===== src/rtl/ppu_cpu_reg_port.sv =====
// ppu_cpu_reg_port: CPU-side PPU register decode, scroll/VRAM address state and $2007 VRAM handshake
module ppu_cpu_reg_port #(
   parameter int ADDR_W = 14
) (
   input  logic              clk,
   input  logic              rst_n,
   input  logic [2:0]        cpu_reg_sel,
   input  logic              cpu_wr_en,
   input  logic              cpu_rd_en,
   input  logic [7:0]        cpu_wdata,
   output logic [7:0]        cpu_rdata,
   output logic              cpu_busy,
   input  logic              vblank_in,
   output logic              vblank_clr,
   output logic [7:0]        ppu_ctrl1,
   output logic [7:0]        ppu_ctrl2,
   output logic [15:0]       cpu_scroll_addr,
   output logic              vram_req,
   output logic              vram_we,
   output logic [ADDR_W-1:0] vram_addr,
   output logic [7:0]        vram_wdata,
   input  logic              vram_ack,
   input  logic [7:0]        vram_rdata
);
   typedef enum logic [1:0] {IDLE, WR_REQ, RD_REQ} state_t;
   state_t state, state_nx;
   logic toggle;
   logic [5:0] temp_hi;
   logic [7:0] rbuf;
   logic [ADDR_W-1:0] vaddr, vaddr_sel, inc;
   logic rd, idle, done, sel7, start;
   assign rd = cpu_rd_en & ~cpu_wr_en;
   assign idle = state == IDLE;
   assign done = !idle && vram_ack;
   assign sel7 = cpu_reg_sel == 3'd7;
   assign start = idle && sel7 && (cpu_wr_en || cpu_rd_en);
   assign inc = ppu_ctrl1[2] ? ADDR_W'(32) : ADDR_W'(1);
   // a $2006 low-byte write lands before the completing access's increment
   assign vaddr_sel = (cpu_wr_en && cpu_reg_sel == 3'd6 && toggle) ? ADDR_W'({temp_hi, cpu_wdata}) : vaddr;
   assign cpu_busy = !idle;
   assign vram_req = !idle;
   assign vram_we = state == WR_REQ;
   always_comb begin
      state_nx = done ? IDLE : (idle && sel7 && cpu_wr_en) ? WR_REQ : (idle && sel7 && rd) ? RD_REQ : state;
   end
   always_ff @(posedge clk or negedge rst_n) begin
      if (!rst_n) state <= IDLE;
      else state <= state_nx;
   end
   always_ff @(posedge clk or negedge rst_n) begin
      if (!rst_n) begin
         cpu_rdata <= '0;
         vblank_clr <= 1'b0;
         ppu_ctrl1 <= '0;
         ppu_ctrl2 <= '0;
         cpu_scroll_addr <= '0;
         vram_addr <= '0;
         vram_wdata <= '0;
         toggle <= 1'b0;
         temp_hi <= '0;
         vaddr <= '0;
         rbuf <= '0;
      end else begin
         vaddr <= done ? vaddr_sel + inc : vaddr_sel;
         if (cpu_wr_en) begin
            case (cpu_reg_sel)
               3'd0: ppu_ctrl1 <= cpu_wdata;
               3'd1: ppu_ctrl2 <= cpu_wdata;
               3'd5: begin
                  if (toggle) cpu_scroll_addr[15:8] <= cpu_wdata;
                  else cpu_scroll_addr[7:0] <= cpu_wdata;
                  toggle <= ~toggle;
               end
               3'd6: begin
                  if (!toggle) temp_hi <= cpu_wdata[5:0];
                  toggle <= ~toggle;
               end
               default: ;
            endcase
         end
         if (rd) begin
            cpu_rdata <= (cpu_reg_sel == 3'd2) ? {vblank_in, 7'b0} : sel7 ? rbuf : 8'h00;
            if (cpu_reg_sel == 3'd2) toggle <= 1'b0;
         end
         vblank_clr <= rd && cpu_reg_sel == 3'd2;
         if (start) vram_addr <= vaddr;
         if (start && cpu_wr_en) vram_wdata <= cpu_wdata;
         if (state == RD_REQ && vram_ack) rbuf <= vram_rdata;
      end
   end
endmodule


===== config.mk =====
export PLATFORM = sky130hd
export DESIGN_NAME = ppu_cpu_reg_port
export DESIGN_NICKNAME = d
export VERILOG_FILES = /design/src/rtl/ppu_cpu_reg_port.sv
export SDC_FILE = /design/constraint.sdc
export NUM_CORES = 1
export LEC_CHECK = 0
export CAP_MARGIN = 30
export CORE_MARGIN = 5
export CORE_UTILIZATION = 54
export DETAILED_ROUTE_END_ITERATION = 12
export HOLD_SLACK_MARGIN = 0.08
export PLACE_DENSITY = 0.84
export SYNTH_ARGS = -nofsm -noshare
export SYNTH_HDL_FRONTEND = slang
export SYNTH_SLANG_ARGS = --single-unit

===== constraint.sdc =====
create_clock -name clk -period 5 [get_ports clk]
set_clock_uncertainty 0.15 [all_clocks]
set_input_delay 1 -clock clk [delete_from_list [all_inputs] [get_ports clk]]
set_output_delay 1 -clock clk [all_outputs]
set_load 0.02 [all_outputs]

* Word level (Yosys, flattened, before mapping)
Index checks and enable logic that the tools add are counted.
** Word-level totals
- Input bits :: 25
- Memories :: 0
- Register bits after elaboration :: 94
- Latch bits :: 0
- Memory bits (writable) :: 0
- Logic and storage cells :: 57
- Memory bits (read-only) :: 0
- Output and inout port bits :: 66
** Operators by class
- $add $sub $neg :: 1
- Shift operators :: 0
- Equal/unequal tests :: 7
- Reductions and logical operators :: 21
- Divide/modulo/power cells :: 0
- $lt $le $gt $ge :: 0
- Bitwise operators :: 3
- Muxes and demuxes :: 12
- Multiply operators :: 0
** Operators by type and width (count)
- two-way mux 14 bit :: 2
- two-way mux 8 bit :: 2
- adder 14 x 6 -> 14 bit :: 1
- logical AND 1 bit :: 10
- == test 3 bit (second input constant) :: 3
- AND reduction 3 bit :: 3
- two-way mux 2 bit :: 3
- two-way mux 6 bit :: 1
- two-way mux 1 bit :: 4
- AND reduction 2 bit :: 2
- == test 3 x 1 -> 1 bit (second input constant) :: 1
- == test 3 x 2 -> 1 bit (second input constant) :: 1
- zero test 3 bit :: 1
- nonzero test 3 bit :: 1
- == test 2 x 1 -> 1 bit (second input constant) :: 1
- == test 2 bit (second input constant) :: 1
- zero test 2 bit :: 1
- inverter 1 bit :: 2
- OR reduction 2 bit :: 1
- bitwise AND 1 bit :: 1
- zero test 1 bit :: 1
- logical OR 1 bit :: 1

* Longest topological paths before layout
Gate-level depths: netlist of run 1.
- Depth in word-level cells :: 6
- Depth in mapped cells :: 15

* Worst setup path before layout of run 1
No wires, ideal clock.
- Path type :: in2reg
- From :: input port cpu_reg_sel[1]
- To :: register vaddr[10]
- Cell stages on the path :: 14
- Data arrival time :: 3.255 ns
- Setup time :: 0.111 ns
- Required time :: 4.739 ns
- Path buffers :: 3
- Setup slack :: 1.484 ns
- Cells stage by stage :: buf_4 nand2b_2 nor2_4 buf_4 buf_2 nand2_1 nand2_1 ha_1 ha_1 inv_1 nor4_1 o31a_2 nand2_1 a2111oi_2
** Between the ends
- Longest elaborated chain between the ends :: 6
** Ends and longest elaborated chain
- start: declaration :: line 7 : input logic [2:0] cpu_reg_sel,
- == test 3 bit (*) :: line 39 : assign vaddr_sel = (cpu_wr_en && cpu_reg_sel == 3'd6 && toggle) ? ADDR_W'({temp_hi, cpu_wdata}) : vaddr;
- logical AND 1 bit (*) (2 in series) :: line 39
- two-way mux 14 bit (*) :: line 39
- adder 14 x 6 -> 14 bit :: line 64 : vaddr <= done ? vaddr_sel + inc : vaddr_sel;
- two-way mux 14 bit (*) :: line 64
- end signal: assignment :: line 64
- end: declaration :: line 30 : logic [ADDR_W-1:0] vaddr, vaddr_sel, inc;
Mark *: on every way between the ends. The rest lies on a longest branch, timed or not.
A chain may end at the register's enable or synchronous reset.

* Worst setup path in the final report of run 1
- From :: input port cpu_reg_sel[1]
- To :: register vaddr[11]
The elaborated chain is that of the path after synthesis.

==> results by group, run 1 <==
Timing
  • Setup TNS: 0 ps
  • Final hold slack: 353.1 ps
  • Final hold violations: 0
  • Crit path time final: 4176 ps
  • RSZ-0062 raised after global routing: false
  • Maximum clock frequency: 239.5 MHz
  • Final slew viol count: 0
  • Final setup vio count: 0
  • Final period util: 83.52%
  • Rel. slew slack: 42.80%
  • Worst Tran Pin Value: 851.5 ps

Setup path
  • CP most frequent cell: nand2_1
  • Crit path DAT: 4270 ps
  • Worst R2R Path Depth: 11
  • Worst Setup Start Kind: primary input
  • Worst path slowest cell: clkdlybuf4s50_1
  • Crit path kind: primary input to flip-flop
  • Critical Path End Type: flip-flop
  • CP required: 5090 ps
  • CP cell instances: clkdlybuf4s50_1 -> nor2b_1 -> nand2_1 -> nand2_1 -> nand2_1 -> ha_1 -> nand4_1 -> nor4_1 -> o32ai_2 -> o21a_1 -> nor3_2 -> a21oi_1
  • CP Max Fanout: 11
  • CP max stage delay: 640 ps

CTS
  • Resized Gates After CTS: 0
  • Clock buffer count from CTS: 9
  • CTS sink cnt: 94
  • Worst-skew pair later-pin latency: 360 ps
  • Post-CTS Setup Bufs: 0
  • Root Driver: clkbuf_8
  • Hold buffer count at CTS: 0
  • CTS tree: done
  • H-tree levels: 3
  • Clock transition at path regs: 90 ps
  • Clock Path Buffers: 2

GRT
  • Tot GR Track Use: 22.17%
  • First-pass GRT wire length: 16870 um
  • Layer carrying the most global-route usage: met2
  • Met3 GRT Util: 7.929%
  • Vias in the first global route: 3300
  • Largest net degree at the start of global routing: 51
  • Total grt overflow: 0
  • Initial antenna violation count: 0
  • Met2 usage: 35.60%
  • Met1 Use GR: 28.17%

Placed design
  • Port Buffer Count: 90
  • GPL Wtd Cong: 0.8674
  • DP Wirelength: 7070 um

Power and ir drop
  • Static leakage: 2.212 nW
  • Tot Pwr: 0.002693 W
  • PwrDens: 503.6 nW/um^2
  • Max VDD drop: 0.3628 mV

Layout
  • ANT cells: 0
  • Fin util: 69.93%
  • Share of post-route cells with drive strength above 1: 22.77%
  • Area Overhead vs Synth: 28.00%
  • Commonest non-fill, non-tap cell in the layout: dfrtp_1
  • Most frequent cells in the layout: dfrtp_1, clkdlybuf4s50_1, mux2_2, nand2_1, nor2_1
  • Fin nets: 449
  • Fillcell total: 542

Die
  • Die Y: 97.96 um
  • Total die area: 9595 um^2
  • Rows: 32
  • Die X: 97.96 um
  • Starting Density: 54.63%
  • Core region area: 7647 um^2
  • I/O pin count: 91

Routing
  • Initial DRC Count: 147
  • Via count: 3037
  • First-pass DRT Iterations: 4
  • # DRC: 0
  • Vias per inst: 5.752
  • Post-route ant nets: 0
  • WL per Instance: 19.14 um
  • WL final: 10110 um

Job
  • # Max-Cap Violations: 0

Synth
  • Fraction of registers with async set/reset: 100.0%
  • Syn Nets: 359
  • Mean post-synth cell area: 12.62 um^2
  • YS warnings: 0
  • Yosys cell types: 47
  • Post-synth EDFFs: 0
  • Synthesized area: 4178 um^2
  • Yosys reg bits: 94
  • Sequential fraction of the synthesis area: 56.30%
  • Most used flip-flop cell after synthesis: dfrtp_1
  • Cells after synthesis: 331

Hold path
  • Hold/Removal Path Class: flip-flop to flip-flop
  • Hold Path Cell Cnt: 1

Run status
  • Outcome: finished clean
[layout make-up]
class                      count  area [um^2]  share of cell area (%)
sequential                    94         2352                   43.99
multi-input combinational    218         1737                   32.48
timing repair buffer          92        913.4                   17.08
tap                          102        127.6                   2.387
clock buffer                   9        123.9                   2.316
clock inverter                 7        71.32                   1.334
inverter                       6        22.52                  0.4212
[stage by stage]
stage	setup slack (ps)	std cells	area [um^2]
2_1_floorplan	1484	331	4178
3_3_place_gp	704.1	512	5152
3_5_place_dp	559.7	512	5152
4_1_cts	921.0	528	5348
5_1_grt	604.4	528	5348
6_report	824.0	528	5348
[routing by layer]
layer,vias up,share of wire [%]
met5,-,0
met4,0,1.5
met3,15,8.4
met2,116,48
met1,1522,42
li1,1384,-
[cells by family (layout without fill, tap and decap cells)]
kind of cell	after synthesis	count (layout)	synth area share (%)
adder cells (fa/ha/maj)	3	3	0.8986
flip-flops	94	94	56.30
XOR/XNOR	10	10	2.097
AO/OA/AOI/OAI	44	44	7.847
multiplexers	75	75	19.98
buffers and inverters	19	114	2.126
AND/OR/NAND/NOR	86	86	10.75
[Yosys cell counts, types with 6 or more instances]
cell type	n	share of area, %
a22o_1	7	1.5
dfrtp_1	94	56
inv_1	6	0.54
mux2_2	67	18
mux2i_1	8	1.9
nand2_1	28	2.5
nand3_1	6	0.72
nor2_1	14	1.3
nor3_1	10	1.2
o21ai_0	6	0.72
xnor2_1	7	1.5
[flip-flops by register name, indices dropped and copies added, names as in the netlist, 2 cells and up]
register         cells
cpu_scroll_addr     16
vaddr               14
vram_addr           14
cpu_rdata            8
ppu_ctrl1            8
ppu_ctrl2            8
rbuf                 8
vram_wdata           8
temp_hi              6
state                2
[final timing paths]
| path | from | end | slack (ps) |
|---|---|---|---|
| worst max-delay path | cpu_reg_sel[1] | vaddr[11]$_DFF_PN0_ | 820 |
| worst min-delay path | rbuf[4]$_DFFE_PN0P_ | cpu_rdata[4]$_DFFE_PN0P_ | 350 |
| worst max register to register | toggle$_DFF_PN0_ | vaddr[11]$_DFF_PN0_ | 1760 |
| worst min register to register | rbuf[4]$_DFFE_PN0P_ | cpu_rdata[4]$_DFFE_PN0P_ | 350 |
| max in group asynchronous | rst_n | vaddr[1]$_DFF_PN0_ | 3220 |
| min in group asynchronous | rst_n | vram_addr[2]$_DFFE_PN0P_ | 470 |
[power by group]
part / switching, W / internal, W
combinational: 0.000485 / 0.000523
sequential: 0.000176 / 0.00101
clock: 0.000271 / 0.000233
total: 0.000931 / 0.00176
[critical path: cells and delay by family]
family	cells	cell delay [ps]
buffers and inverters	1	640
adder cells (fa/ha/maj)	1	350
AND/OR/NAND/NOR	7	1790
AO/OA/AOI/OAI	3	490
Note: power is estimated with default switching activity, not from simulation.
==> run 2, diff against run 1 <==
CORE_UTILIZATION = 51   (was 54)
PLACE_DENSITY = 0.8   (was 0.84)
clock period = 4.3 ns   (was 5 ns; I/O delays follow)
==> run 2 against run 1 <==
  * Sequential share of layout area shrank 0.73 points
  * Total power is 19% higher
  * Worst setup slack worse by 74 ps
  * Sequential cell count is the same
  * Worst hold slack worse by 7.0 ps
  * Global-route usage fell by 0.88 points
  * Design area grew 1.7%
  * Clock-buffer cell count is the same
  * Via count shrank 0.66%
  * Clock power grew 33%
  * Combinational power is 17% higher
  * Critical endpoint is now vaddr[10]$_DFF_PN0_
  * Largest power group unchanged
==> results by group, run 2 (synthesis results as in run 1) <==
Power and ir drop
  • Sequential share of power: 42.6%
  • Static leakage: 2.259 nW
  • Switching power: 0.001097 W
  • PwrDens: 591.5 nW/um^2
  • Max VDD drop: 0.3342 mV
  • Switching Fraction: 34.12%
  • Logic pwr share: 36.5%
  • Clk pwr share: 20.8%
  • Internal cell power: 0.002119 W

Routing
  • WL final: 10120 um
  • Initial DRC Count: 141
  • First-pass DRT Iterations: 4
  • # DRC: 0
  • Via count: 3017
  • Vias per inst: 5.608
  • Post-route ant nets: 0
  • WL per Instance: 18.80 um

Layout
  • Biggest register: cpu_scroll_addr
  • Max reg flops: 16
  • Fin nets: 456
  • Area Overhead vs Synth: 30.16%
  • Commonest non-fill, non-tap cell in the layout: dfrtp_1
  • ANT cells: 0
  • Fin util: 67.19%
  • Non-Filler Instances: 538
  • Final design area excluding fillers: 5438 um^2
  • Share of post-route cells with drive strength above 1: 24.02%
  • Most frequent cells in the layout: dfrtp_1, clkdlybuf4s50_1, mux2_2, nand2_1, nor2_1
  • Regs by FF count: cpu_scroll_addr x16, vaddr x14, vram_addr x14

Placed design
  • DP Wirelength: 7377 um
  • GPL Wtd Cong: 0.9426
  • Port Buffer Count: 90
  • Placed Area: 5209 um^2
  • Placed cells: 522

Timing
  • Worst Tran Pin Value: 904.5 ps
  • Final hold violations: 0
  • Setup TNS: 0 ps
  • Final period util: 82.56%
  • Final slew viol count: 0
  • Maximum clock frequency: 281.7 MHz
  • Rel. slew slack: 39.70%
  • Crit path time final: 3550 ps
  • RSZ-0062 raised after global routing: false
  • Final setup vio count: 0

Setup path
  • Reg2reg setup slack: 1400 ps
  • CP Max Fanout: 10
  • CP required: 4410 ps
  • Crit path DAT: 3660 ps
  • Worst Setup Start Kind: primary input
  • Worst r2r src: toggle$_DFF_PN0_
  • Critical Path End Type: flip-flop
  • Crit path kind: primary input to flip-flop
  • Worst R2R End: vaddr[10]$_DFF_PN0_
  • Worst R2R Path Depth: 12

Die
  • Die Y: 100.5 um
  • Die X: 100.5 um
  • Total die area: 10100 um^2
  • Core region area: 8093 um^2
  • Starting Density: 51.62%
  • Rows: 33
  • I/O pin count: 91

Hold path
  • Hold/Removal Path Class: flip-flop to flip-flop
  • Hold Path Cell Cnt: 2
  • Hold path endpoint: cpu_rdata[7]$_DFFE_PN0P_
  • Hold wc startpoint: rbuf[7]$_DFFE_PN0P_

GRT
  • First-pass GRT wire length: 16670 um
  • Vias in the first global route: 3268
  • Total grt overflow: 0
  • Largest net degree at the start of global routing: 73
  • Initial antenna violation count: 0
  • Tot GR Track Use: 21.29%

CTS
  • Clock buffer count from CTS: 9
  • Clock transition at path regs: 90 ps
  • Hold buffer count at CTS: 0
  • CTS sink cnt: 94
  • Clock Path Buffers: 2
  • CTS tree: done
  • H-tree levels: 3
  • Root Driver: clkbuf_8
  • Resized Gates After CTS: 0
  • Worst-skew pair later-pin latency: 370 ps
  • Post-CTS Setup Bufs: 0

Job
  • # Max-Cap Violations: 0

Run status
  • Outcome: finished clean
run 2: power groups by stage:
stage	combinational [W]	sequential [W]	clock [W]
6_report	0.00118	0.00137	0.000670
5_1_grt	0.00126	0.00141	0.000718
4_1_cts	0.00119	0.00137	0.000680
3_5_place_dp	0.00118	0.00139	0
3_3_place_gp	0.00116	0.00137	0
2_1_floorplan	0.000450	0.00156	0
run 2: how the worst max path moves through the flow:
stage                              start                   to  slack, ps  cells after the start
after global routing      cpu_reg_sel[2]  vaddr[10]$_DFF_PN0_        480                     13
after detailed placement  cpu_reg_sel[2]  vaddr[11]$_DFF_PN0_        380                     12
final                     cpu_reg_sel[2]  vaddr[10]$_DFF_PN0_        750                     13
after global placement    cpu_reg_sel[2]  vaddr[10]$_DFF_PN0_        480                     13
after floorplan           cpu_reg_sel[1]  vaddr[10]$_DFF_PN0_        920                     14
after CTS                 cpu_reg_sel[2]  vaddr[10]$_DFF_PN0_        780                     13
run 2: worst max-delay path: stages:
cell	delay (ps)
clkdlybuf4s50_1	550
and3_1	310
nand2_1	100
buf_4	180
nand2_1	90
nand2_1	70
ha_1	210
ha_1	190
inv_1	70
nor4_1	370
o31a_2	240
nand2_1	90
a2111oi_2	340
run 2: routing by layer:
layer	wire length (um)	up-vias	track usage, %
li1	-	1394	-
met1	4246	1503	26.39
met2	5083	96	35.93
met3	552	24	5.121
met4	232	0	8.394
met5	0	-	0
run 2: area by class of cell:
cell class / count / area [um^2]
flip-flops and latches: 94 / 2352
inverters: 6 / 22.52
multi-input cells: 218 / 1737
well taps: 105 / 131.4
fillers: 618 / 2655
clock inverters: 7 / 105.1
repair buffers: 99 / 965.9
clock buffers: 9 / 123.9
run 2: through the flow:
step	power (W)	setup WS, ps	hold slack, ps
6_report	0.003217	750.0	346.1
5_1_grt	0.003392	480.7	368.0
3_5_place_dp	0.002571	382.6	322.5
2_1_floorplan	0.002005	924.0	300.4
4_1_cts	0.003241	780.2	346.0
3_3_place_gp	0.002530	483.1	310.8
==> run 3, diff against run 2 <==
CORE_UTILIZATION = 46   (was 51)
PLACE_DENSITY = 0.76   (was 0.8)
clock period = 3.2 ns   (was 4.3 ns; I/O delays follow)
==> run 3 against run 2 <==
  * Critical path type unchanged
  * Clock power up 23%
  * Wire length is 4.5% higher
  * Total power is 34% higher
  * First-iteration DRC count increased by 33%
  * Core utilization is 2.6 points lower
  * Critical path depth decreased by 2
  * Largest power group unchanged
  * Sequential power grew 34%
==> results by group, run 3 (synthesis results as in run 1) <==
Run status
  • Outcome: finished clean

Routing
  • WL final: 10570 um
  • # DRC: 0
  • Initial DRC Count: 188
  • Post-route ant nets: 0
  • Vias per inst: 5.491
  • Via count: 3152
  • WL per Instance: 18.41 um
  • First-pass DRT Iterations: 5

GRT
  • First-pass GRT wire length: 17880 um
  • Initial antenna violation count: 1
  • Largest net degree at the start of global routing: 58
  • Total grt overflow: 0
  • Tot GR Track Use: 20.01%
  • Vias in the first global route: 3390

Timing
  • Final setup vio count: 0
  • Crit path time final: 2965 ps
  • Maximum clock frequency: 337.3 MHz
  • RSZ-0062 raised after global routing: false
  • Final hold slack: 167.5 ps
  • Fin worst setup slack: 234.9 ps
  • Final period util: 92.66%
  • Final hold violations: 0
  • Final slew viol count: 0
  • Rel. slew slack: 51.91%
  • Worst Tran Pin Value: 721.4 ps

CTS
  • Worst-skew pair later-pin latency: 370 ps
  • Clock buffer count from CTS: 9
  • Root Driver: clkbuf_8
  • Post-CTS Setup Bufs: 0
  • Clock transition at path regs: 100 ps
  • Hold buffer count at CTS: 0
  • Resized Gates After CTS: 0
  • CTS tree: done
  • CTS sink cnt: 94
  • H-tree levels: 3
  • Clock Path Buffers: 2

Placed design
  • Pre-CTS WS: -208.2 ps
  • Port Buffer Count: 90
  • Placed cells: 558
  • GPL Wtd Cong: 0.9141
  • Placed Area: 5473 um^2
  • DP Wirelength: 7875 um

Setup path
  • Crit path kind: primary input to flip-flop
  • Worst Setup Start Kind: primary input
  • Critical Path End Type: flip-flop
  • CP Max Fanout: 4
  • Crit path DAT: 3080 ps
  • CP required: 3320 ps

Layout
  • Final design area excluding fillers: 5690 um^2
  • ANT cells: 0
  • Area Overhead vs Synth: 36.21%
  • Share of post-route cells with drive strength above 1: 30.04%
  • Max reg flops: 16
  • Most frequent cells in the layout: dfrtp_1, clkdlybuf4s50_1, mux2_2, buf_4, nand2_1
  • Commonest non-fill, non-tap cell in the layout: dfrtp_1
  • Biggest register: cpu_scroll_addr
  • Fin nets: 489
  • Regs by FF count: cpu_scroll_addr x16, vaddr x14, vram_addr x14
  • Non-Filler Instances: 574

Power and ir drop
  • Switching Fraction: 34.58%
  • Sequential share of power: 42.6%
  • PwrDens: 759.5 nW/um^2
  • Switching power: 0.001494 W
  • Logic pwr share: 38.4%
  • Static leakage: 2.411 nW
  • Max VDD drop: 0.5982 mV
  • Internal cell power: 0.002827 W
  • Clk pwr share: 19.0%

Hold path
  • Hold/Removal Path Class: primary input to async pin

Die
  • Rows: 34
  • Total die area: 11090 um^2
  • Die X: 105.3 um
  • I/O pin count: 91
  • Core region area: 8806 um^2
  • Die Y: 105.3 um
  • Starting Density: 47.44%

Job
  • # Max-Cap Violations: 0
-- run 3: stage by stage --
step                      util [%]  power (W)  TNS [ps]
final                        64.62   0.004322         0
after CTS                    64.46   0.004365         0
after global placement       62.15   0.003473    -143.4
after detailed placement     62.15   0.003530    -723.4
after floorplan                  -   0.002694         0
after global routing         64.62   0.004579         0
-- run 3: path summary, 6_finish.rpt --
check | to | slack (ps) | startpoint | cells past startpoint
setup / recovery | vaddr[10]$_DFF_PN0_ | 230 | cpu_reg_sel[1] | 11
hold / removal | vram_addr[6]$_DFFE_PN0P_ | 170 | rst_n | 1
setup reg to reg | vaddr[10]$_DFF_PN0_ | 520 | toggle$_DFF_PN0_ | 10
hold reg to reg | cpu_rdata[7]$_DFFE_PN0P_ | 350 | rbuf[7]$_DFFE_PN0P_ | 2
max in group asynchronous | vram_wdata[6]$_DFFE_PN0P_ | 2070 | rst_n | 2
min in group clk | cpu_rdata[7]$_DFFE_PN0P_ | 350 | rbuf[7]$_DFFE_PN0P_ | 2
-- run 3: critical path, cell delays in order --
cell,delay [ps]
clkdlybuf4s50_1,540
nor2b_2,190
nand2_1,120
nand2_1,90
nand2_1,70
ha_1,320
nand4_1,140
a211oi_1,320
o31a_2,240
nand2_1,70
a2111oi_2,350
-- run 3: area by class of cell --
cell class | instances | area [um^2]
sequential | 94 | 2352
clock buffer | 9 | 123.9
fill | 672 | 3115
clock inverter | 7 | 80.08
tap | 108 | 135.1
timing repair buffer | 132 | 1226
inverter | 6 | 22.52
multi-input combinational | 218 | 1750
-- run 3: power groups by stage --
stage | sequential (W) | combinational (W) | clock (W)
2_1_floorplan | 0.00209 | 0.000604 | 0
3_3_place_gp | 0.00185 | 0.00163 | 0
3_5_place_dp | 0.00186 | 0.00167 | 0
4_1_cts | 0.00184 | 0.00168 | 0.000846
5_1_grt | 0.00190 | 0.00178 | 0.000899
6_report | 0.00184 | 0.00166 | 0.000821
-- run 3: routing by layer --
metal | up-vias | routed length [um] | global-route usage [%]
li1 | 1456 | - | -
met3 | 15 | 856 | 7.579
met4 | 2 | 142 | 4.686
met1 | 1586 | 4453 | 25.67
met2 | 93 | 5101 | 32.24
met5 | - | 13 | 0
